**config.mk**
```make
export PLATFORM = sky130hd
export DESIGN_NAME = jump_ctrl
export DESIGN_NICKNAME = d
export VERILOG_FILES = /design/src/rtl/jump_ctrl.sv
export SDC_FILE = /design/constraint.sdc
export NUM_CORES = 1
export LEC_CHECK = 0
export CORE_AREA = 2 2 39 41
export CTS_CLUSTER_DIAMETER = 50
export DETAILED_ROUTE_END_ITERATION = 7
export DIE_AREA = 0 0 41 43
export PLACE_DENSITY_LB_ADDON = 0.25
export SLEW_MARGIN = 20
export SYNTH_ARGS = -nofsm -noshare
export SYNTH_HDL_FRONTEND = slang
export SYNTH_SLANG_ARGS = --single-unit
```
**constraint.sdc**
```tcl
create_clock -name clk -period 2.2 [get_ports clk]
set_input_delay 0.22 -clock clk [delete_from_list [all_inputs] [get_ports clk]]
set_output_delay 0.22 -clock clk [all_outputs]
set_load 0.02 [all_outputs]
```
**src/rtl/jump_ctrl.sv**
```systemverilog
// Next-PC control: instruction decode, ZERO/LESS flags and the two-word extended jump.
// Define JMP_CTRL_EXT_EN to build the EXT prefix and EXT_WAIT state; otherwise opcode 3'b100 is a plain word.
module jump_ctrl #(
    parameter int OFS_W = 6,
    parameter int PC_W  = 10
) (
    input  logic            clk,
    input  logic            reset,
    input  logic [8:0]      instr,
    input  logic            alu_zero,
    input  logic            alu_less,
    input  logic            flag_we,
    input  logic            stall,
    output logic [PC_W-1:0] pc_inc,
    output logic            taken,
    output logic            ext_busy
);

    localparam logic [2:0] OP_EXT  = 3'b100;
    localparam logic [2:0] OP_JMP  = 3'b101;
    localparam logic [2:0] OP_JMPZ = 3'b110;
    localparam logic [2:0] OP_JMPL = 3'b111;

    logic [2:0]      opcode;
    logic [PC_W-1:0] short_ofs;
    logic            flag_z;
    logic            flag_l;
    logic            in_idle;

    assign opcode    = instr[8:6];
    assign short_ofs = PC_W'($signed(instr[OFS_W-1:0]));

`ifdef JMP_CTRL_EXT_EN
    typedef enum logic {IDLE, EXT_WAIT} state_t;

    state_t          state;
    state_t          state_nx;
    logic [3:0]      hi;
    logic [1:0]      ext_cond;
    logic [PC_W-1:0] ext_ofs;

    assign ext_ofs = PC_W'($signed({hi, instr[OFS_W-1:0]}));
    assign in_idle = (state == IDLE);

    always_ff @(posedge clk or posedge reset) begin
        if (reset) begin
            state    <= IDLE;
            hi       <= '0;
            ext_cond <= '0;
        end else if (!stall) begin
            state <= state_nx;
            if (state == IDLE && opcode == OP_EXT) begin
                hi       <= instr[3:0];
                ext_cond <= instr[5:4];
            end
        end
    end
`else
    assign in_idle = 1'b1;
`endif

    // Flags only follow the ALU on executed words; a data word of an extended jump never updates them.
    always_ff @(posedge clk or posedge reset) begin
        if (reset) begin
            flag_z <= 1'b0;
            flag_l <= 1'b0;
        end else if (flag_we && !stall && in_idle) begin
            flag_z <= alu_zero;
            flag_l <= alu_less;
        end
    end

    always_comb begin
        pc_inc   = PC_W'(1);
        taken    = 1'b0;
        ext_busy = 1'b0;
`ifdef JMP_CTRL_EXT_EN
        state_nx = state;
        if (state == EXT_WAIT) begin
            ext_busy = 1'b1;
            state_nx = IDLE;
            case (ext_cond)
                2'b01:   taken = flag_z;
                2'b10:   taken = flag_l;
                default: taken = 1'b1;
            endcase
            if (taken) pc_inc = ext_ofs;
        end else
`endif
        begin
            case (opcode)
                OP_JMP:  taken = 1'b1;
                OP_JMPZ: taken = flag_z;
                OP_JMPL: taken = flag_l;
`ifdef JMP_CTRL_EXT_EN
                OP_EXT:  state_nx = EXT_WAIT;
`endif
                default: taken = 1'b0;
            endcase
            if (taken) pc_inc = short_ofs;
        end
        // Stall freezes the PC; ext_busy still reports the held state.
        if (stall) begin
            pc_inc = '0;
            taken  = 1'b0;
        end
    end

endmodule

```
# Yosys cells after proc, flatten, opt, wreduce, memory -nomap -nowiden
# Cells that the tools add are included.
[word_totals] register_bits=2 inputBits=15 output_inout_bits=12 wordCells=11
[classes] n_eq_ne=3 mux=4 n_reduce_logical=2
[op_table] operator="two-way mux 10 bit" n=2
[op_table] operator="equality test 3 bit, second input constant" n=3
[op_table] operator="one-hot mux 1 bit (3 select lines)" n=1
[op_table] operator="logical AND 1 bit" n=1
[op_table] operator="logical NOT 1 bit" n=1
[op_table] operator="two-way mux 1 bit" n=1

# Depth between registers and ports, before layout
# Gate-level depths: netlist of run 1.
[logic_depth] depth_word=4 depth_mapped=4 mapped_depth_nobuf=3

# Least setup slack after synthesis of run 1
# OpenSTA, ideal clock, no wires.
[synth_path] path_kind="flip-flop to output port" startpoint="register flag_z" endpoint="output pc_inc[6]" t_arrival_ns=1.653 required_ns=1.980 path_slack_ns=0.327 path_stages_with_launch=5 path_buffers=1 path_cell_list="dfrtp_1 -> and4b_1 -> a31oi_4 -> nor3b_1 -> buf_4"
[synth_via] elab_chain_cells=3
[synth_lines] item="from (decl)" line="26" rtl="logic flag_z;"
[synth_lines] item="from (signal assigned)" line="68" rtl="flag_z <= alu_zero;"
[synth_lines] item="one-hot mux 1 bit (3 select lines)" line="91" rtl="case (opcode)"
[synth_lines] item="two-way mux 10 bit" line="100" rtl="if (taken) pc_inc = short_ofs;"
[synth_lines] item="two-way mux 10 bit" line="103" rtl="if (stall) begin"
[synth_lines] item="to (decl)" line="14" rtl="output logic [PC_W-1:0] pc_inc,"
# No other way between the ends.

# Worst setup path after layout of run 1
[layout_path] startpoint="input instr[8]" endpoint="output taken"
[layout_via] elab_chain_cells=3 elab_cells_between_ends=5 classes_between="eq/ne: 3; mux: 2"
[layout_lines] item="from (decl)" line="9" rtl="input logic [8:0] instr,"
[layout_lines] item="equality test 3 bit" line="91"
[layout_lines] item="one-hot mux 1 bit (3 select lines) *" line="91"
[layout_lines] item="two-way mux 1 bit *" line="103"
[layout_lines] item="to (decl)" line="15" rtl="output logic taken,"
# Mark *: on every way between the ends. The rest lies on a longest branch, timed or not.

==> run metrics, run 1 <==
run status=complete, no violations; initial DRC count=4; R2R setup slack=1.46 ns; clock power share=0.392; global-route wire length before repair=855 um; row count=14; footprint of the multi-input gates=121 um^2; most frequent cells in the layout=clkdlybuf4s50_1, nor3b_1, dlymetal6s2s_1, dlygate4sd2_1, buf_4; Worst VDD drop=0.291 mV; register bit total from synthesis=2; Fmax achieved=0.483 GHz; clk_skew=0 ns; Mapped Cells=22; num ports=27; Tcrit/Tclk final=0.941; final non-filler cell total=66; port bufs=25; CORE AREA=1380 um^2; Final WS setup=0.131 ns; post-synth cell types=12; flip-flop and latch area=50.0 um^2; maxcap violations=0; leak pwr=0.000301 uW; Power Dens Cells=406 nW/um^2; Final min period=2.07 ns; wire per inst=9.82 um; clock sinks=2; switching share of total power=0.263; HPWL after DPL=531 um; type of origin of the critical path=input port; vias per std cell=4.03; # fillers=148; Place WS=-0.00333 ns; Hold Crit Class=input port to async pin; CTS tree=built; vias in the first global route=214; Cells after DPL=63; setup bufs post-CTS=0; grt total ovfl=0; largest net degree at the start of global routing=8; Synthesized Nets=37; R2R cell count=1; drt total wl=648 um; net switching power=54.7 uW; Syn Area/Cell=9.67 um^2; clock root cell=clkbuf_4; clk_lat worst skew=0.22 ns; CP max FO=6; Synth Cell Area=213 um^2; Fin. Hold Viols=0; Util after Layout=0.370; initial antenna violation count=0; most common cell after layout, fill and taps aside=clkdlybuf4s50_1; WP data arrival=1.85 ns; Clock Tree Buf Depth=2; Seq pwr share=0.217; worst reg2reg endpoint=flag_l$_DFFE_PP0P_; final net count=67; clock transition at the registers of the reported paths=0.03 ns; die area=1760 um^2; Worst Setup End Kind=primary output; chip height=43 um; post-route DRC violation count=0; critical path class=input port to primary output; via count=266; TritonCTS buffer count=3; Setup violations, final=0; 1st-pass router iterations=3; antenna-violating nets left=0; Slew Viols, Final=0; Antenna Cells=0; Required @ worst endpoint=1.98 ns; depth of the CTS H-tree=1; combinational share of power=0.391; RSZ-0062 raised after global routing=no; fraction of layout cells with a size suffix above 1=0.220; GPL Wtd Cong=0.511; RR Startpoint=flag_l$_DFFE_PP0P_; Syn-to-layout area delta=141%; initial core utilization=0.154; Yosys Warn Count=0; GR Util All Layers=0.0763; die width=41 um; internal power=153 uW; sequential share of the synthesized area=0.235
==> cell families after synthesis <==
kind of cell,Yosys count,synth area share
multiplexers,2,0.106
AO/OA/AOI/OAI,2,0.147
flip-flops,2,0.235
AND/OR/NAND/NOR,9,0.300
buffers and inverters,6,0.194
other,1,0.0176
==> flip-flops by register name, indices dropped and copies added (netlist names) <==
signal / count
flag_l: 1
flag_z: 1
==> how the worst max path moves through the flow <==
stage	from	slack [ns]	endpoint
after floorplan	flag_z$_DFFE_PP0P_	0.33	pc_inc[6]
final	instr[8]	0.13	taken
after global placement	instr[8]	0.003	pc_inc[1]
after CTS	instr[8]	0.01	pc_inc[9]
after global routing	instr[8]	0.06	taken
after detailed placement	instr[8]	-0.003	pc_inc[2]
==> layout make-up <==
type / instances / area share
Clock buffer: 3 / 0.0440
Timing Repair Buffer: 30 / 0.575
Inverter: 1 / 0.00733
Sequential cell: 2 / 0.0978
Tap cell: 16 / 0.0391
Multi-Input combinational cell: 14 / 0.237
==> cell usage after synthesis <==
library cell	number	area, um^2
buf_4	5	37.5
nor3b_1	5	37.5
dfrtp_1	2	50.1
mux2_2	2	22.5
a31oi_4	1	21.3
and4b_1	1	10.0
conb_1	1	3.75
inv_1	1	3.75
nand2b_1	1	6.26
nor2_1	1	3.75
nor2b_1	1	6.26
o21ba_1	1	10.0
==> power by group through the flow <==
| stage | registers [uW] | clock network, uW | logic (uW) |
|---|---|---|---|
| after floorplan | 44.4 | 0 | 37.8 |
| after global placement | 45.5 | 0 | 84.6 |
| after detailed placement | 45.8 | 0 | 85.2 |
| after CTS | 45.4 | 85.7 | 83.1 |
| after global routing | 46.1 | 88.6 | 87.7 |
| final | 45.1 | 81.3 | 81.3 |
==> metal layers <==
metal	up-vias	part of all wire	GRT usage
met3	2	0.25	0.0262
met4	0	0.026	0.0800
met2	27	0.39	0.109
met5	-	0	0
li1	127	-	-
met1	110	0.33	0.0772
==> through the flow <==
step	hold slack, ns	TNS (ns)	cell area (um^2)	power [uW]
2_1_floorplan	-0.0388	0	213	82.2
3_3_place_gp	0.383	0	483	130
3_5_place_dp	0.386	-0.00438	483	131
4_1_cts	0.144	0	499	214
5_1_grt	0.175	0	512	222
6_report	0.153	0	512	208
==> worst max-delay path, stage by stage <==
cell,delay (ns)
clkdlybuf4s50_1,0.48
and4b_1,0.25
a31oi_4,0.05
buf_4,0.16
nor2_1,0.08
clkdlybuf4s50_1,0.60
==> what timing repair did <==
| item | 4_1_cts | 5_1_grt |
|---|---|---|
| gates cloned | 0 | 0 |
| hold buffers | 0 | 0 |
| endpoints found under the setup margin | 5 | 5 |
| resized for setup | 5 | 5 |
No activity file was read; power rests on OpenSTA's default activity.
==> run 2: changes to the inputs <==
--- a/config.mk
+++ b/config.mk
@@ -6,7 +6,7 @@
 export NUM_CORES = 1
 export LEC_CHECK = 0
 export CORE_AREA = 2 2 39 41
-export CTS_CLUSTER_DIAMETER = 50
+export CTS_CLUSTER_DIAMETER = 40
 export DETAILED_ROUTE_END_ITERATION = 7
 export DIE_AREA = 0 0 41 43
 export PLACE_DENSITY_LB_ADDON = 0.25
==> results of run 2 <==
No change in the layout: final DEF, timing and power equal those of run 1.
==> run 3: changes to the inputs <==
--- a/config.mk
+++ b/config.mk
@@ -5,12 +5,13 @@
 export SDC_FILE = /design/constraint.sdc
 export NUM_CORES = 1
 export LEC_CHECK = 0
-export CORE_AREA = 2 2 39 41
+export CORE_AREA = 3 3 40 42
 export CTS_CLUSTER_DIAMETER = 40
 export DETAILED_ROUTE_END_ITERATION = 7
-export DIE_AREA = 0 0 41 43
+export DIE_AREA = 0 0 43 45
 export PLACE_DENSITY_LB_ADDON = 0.25
 export SLEW_MARGIN = 20
 export SYNTH_ARGS = -nofsm -noshare
 export SYNTH_HDL_FRONTEND = slang
 export SYNTH_SLANG_ARGS = --single-unit
+export TNS_END_PERCENT = 1
==> run 3 against run 2 <==
Net effect: sequential share of layout area is essentially flat; critical path depth is the same; worst hold slack lost 0.0074 ns; combinational power is essentially flat; setup slack gained 0.019 ns; cell count shrank 3.0%; first-iteration DRC count shrank 50%; power shrank 1.2%; global-route usage grew 0.10 points; critical path type unchanged; largest power group unchanged.
==> run metrics, run 3 (synthesis gave the netlist of run 1 again) <==
Required @ worst endpoint=1.98 ns (about the same); WHS=0.145 ns (-0.00738 ns); drt total wl=695 um (+7.3%); Fin. Hold Viols=0 (unchanged); maxcap violations=0 (unchanged); WP data arrival=1.83 ns (-0.02 ns); clk_lat worst skew=0.22 ns (about the same); initial antenna violation count=0 (unchanged); Worst VDD drop=0.281 mV (-3.4%); Syn-to-layout area delta=142%; design area=514 um^2 (+0.49%); HPWL after DPL=569 um (+7.0%); RSZ-0062 raised after global routing=no; die area=1940 um^2 (+9.8%); GPL Wtd Cong=0.715 (+40%); Routed met1 length=237 um (+10%); clock root cell=clkbuf_4; CP max FO=6 (unchanged); largest net degree at the start of global routing=9 (+1); vias in the first global route=275 (+29%); global-route wire length before repair=1.02 mm (+19%); grt total ovfl=0 (unchanged); WL met3=137 um (-15%); CORE AREA=1280 um^2 (-7.1%); antenna-violating nets left=0 (unchanged); Antenna Cells=0 (unchanged); vias per std cell=4.13 (+2.3%); die width=43 um (+4.9%); leak pwr=0.000336 uW (+12%); CTS tree=built; port bufs=25 (unchanged); num ports=27 (unchanged); type of origin of the critical path=input port; final non-filler cell total=64 (-3.0%); clock sinks=2 (unchanged); initial core utilization=0.166 (+0.0118); Met2 Wirelength=320 um (+26%); critical path class=input port to primary output; most frequent cells in the layout=clkdlybuf4s50_1, dlymetal6s2s_1, nor3b_1; Cells after DPL=61 (-3.2%); TritonCTS buffer count=3 (unchanged); GR Util All Layers=0.0773 (+0.00100); Clock Tree Buf Depth=2 (unchanged); initial DRC count=2 (-2); row count=13 (-1); Tcrit/Tclk final=0.932 (-0.00884); highest routed layer=met3; Fmax achieved=0.488 GHz (+0.95%); 1st-pass router iterations=3 (unchanged); Power Dens Cells=399 nW/um^2 (-1.7%); post-route DRC violation count=0 (unchanged); Hold Crit Class=input port to async pin; Final min period=2.05 ns (-0.0194 ns); Worst Setup End Kind=primary output; setup total negative slack=0 ns (unchanged); setup bufs post-CTS=0 (unchanged); chip height=45 um (+4.7%); depth of the CTS H-tree=1 (unchanged); wire per inst=10.9 um (+11%); via count=264 (-0.75%); clk_skew=0 ns (unchanged); most common cell after layout, fill and taps aside=clkdlybuf4s50_1; fraction of layout cells with a size suffix above 1=0.204 (-0.0159); clock transition at the registers of the reported paths=0.03 ns (about the same); Setup violations, final=0 (unchanged); dpl cell area=474 um^2 (-1.8%); final net count=66 (-1.5%); Slew Viols, Final=0 (unchanged); run status=complete, no violations; largest registers=flag_l x1, flag_z x1
-- run 3: repair_timing --
item	in CTS	in global routing
pin swaps	0	0
hold buffers	0	0
setup endpoints to repair	2	8
resized for setup	2	8
-- run 3: power breakdown --
group,switching [uW],leakage (uW),internal [uW]
combinational,31.2,0.000299,50.1
sequential,2.39,0.0000235,42.5
clock,18.9,0.0000138,60.0
-- run 3: cell type report --
| class | count | area, um^2 |
|---|---|---|
| Clock buffer | 3 | 22.5 |
| Fill cell | 126 | 771 |
| Inverter | 1 | 3.75 |
| Multi-Input combinational cell | 14 | 121 |
| Sequential cell | 2 | 50.0 |
| Tap cell | 15 | 18.8 |
| Timing Repair Buffer | 29 | 298 |
-- run 3: critical path, cell delays in order --
cell and delay, ns:
clkdlybuf4s50_1 0.47, and4b_1 0.25, a31oi_4 0.04, buf_4 0.16, nor2_1 0.08, clkdlybuf4s50_1 0.61
-- run 3: path summary, 6_finish.rpt --
check / to / startpoint / slack, ns / cells past startpoint
worst max-delay path: taken / instr[8] / 0.15 / 6
worst min-delay path: flag_z$_DFFE_PP0P_ / reset / 0.15 / 2
worst max register to register: flag_l$_DFFE_PP0P_ / flag_l$_DFFE_PP0P_ / 1.46 / 1
worst min register to register: flag_z$_DFFE_PP0P_ / flag_z$_DFFE_PP0P_ / 0.50 / 1
max in group asynchronous: flag_l$_DFFE_PP0P_ / reset / 1.94 / 2
min in group clk: flag_z$_DFFE_PP0P_ / flag_z$_DFFE_PP0P_ / 0.50 / 1
-- run 3: layer usage --
| metal | vias to the layer above | track usage |
|---|---|---|
| met2 | 27 | 0.141 |
| met4 | 0 | 0.0723 |
| met3 | 0 | 0.0398 |
| met1 | 113 | 0.0576 |
| li1 | 124 | - |
| met5 | - | 0 |
-- run 3: through the flow --
step,util,setup WS [ns],power [uW]
4_1_cts,0.385,0.000470,212
2_1_floorplan,-,0.327,82.2
6_report,0.400,0.150,205
3_5_place_dp,0.369,-0.0334,130
3_3_place_gp,0.369,0.0155,127
5_1_grt,0.400,0.0719,223
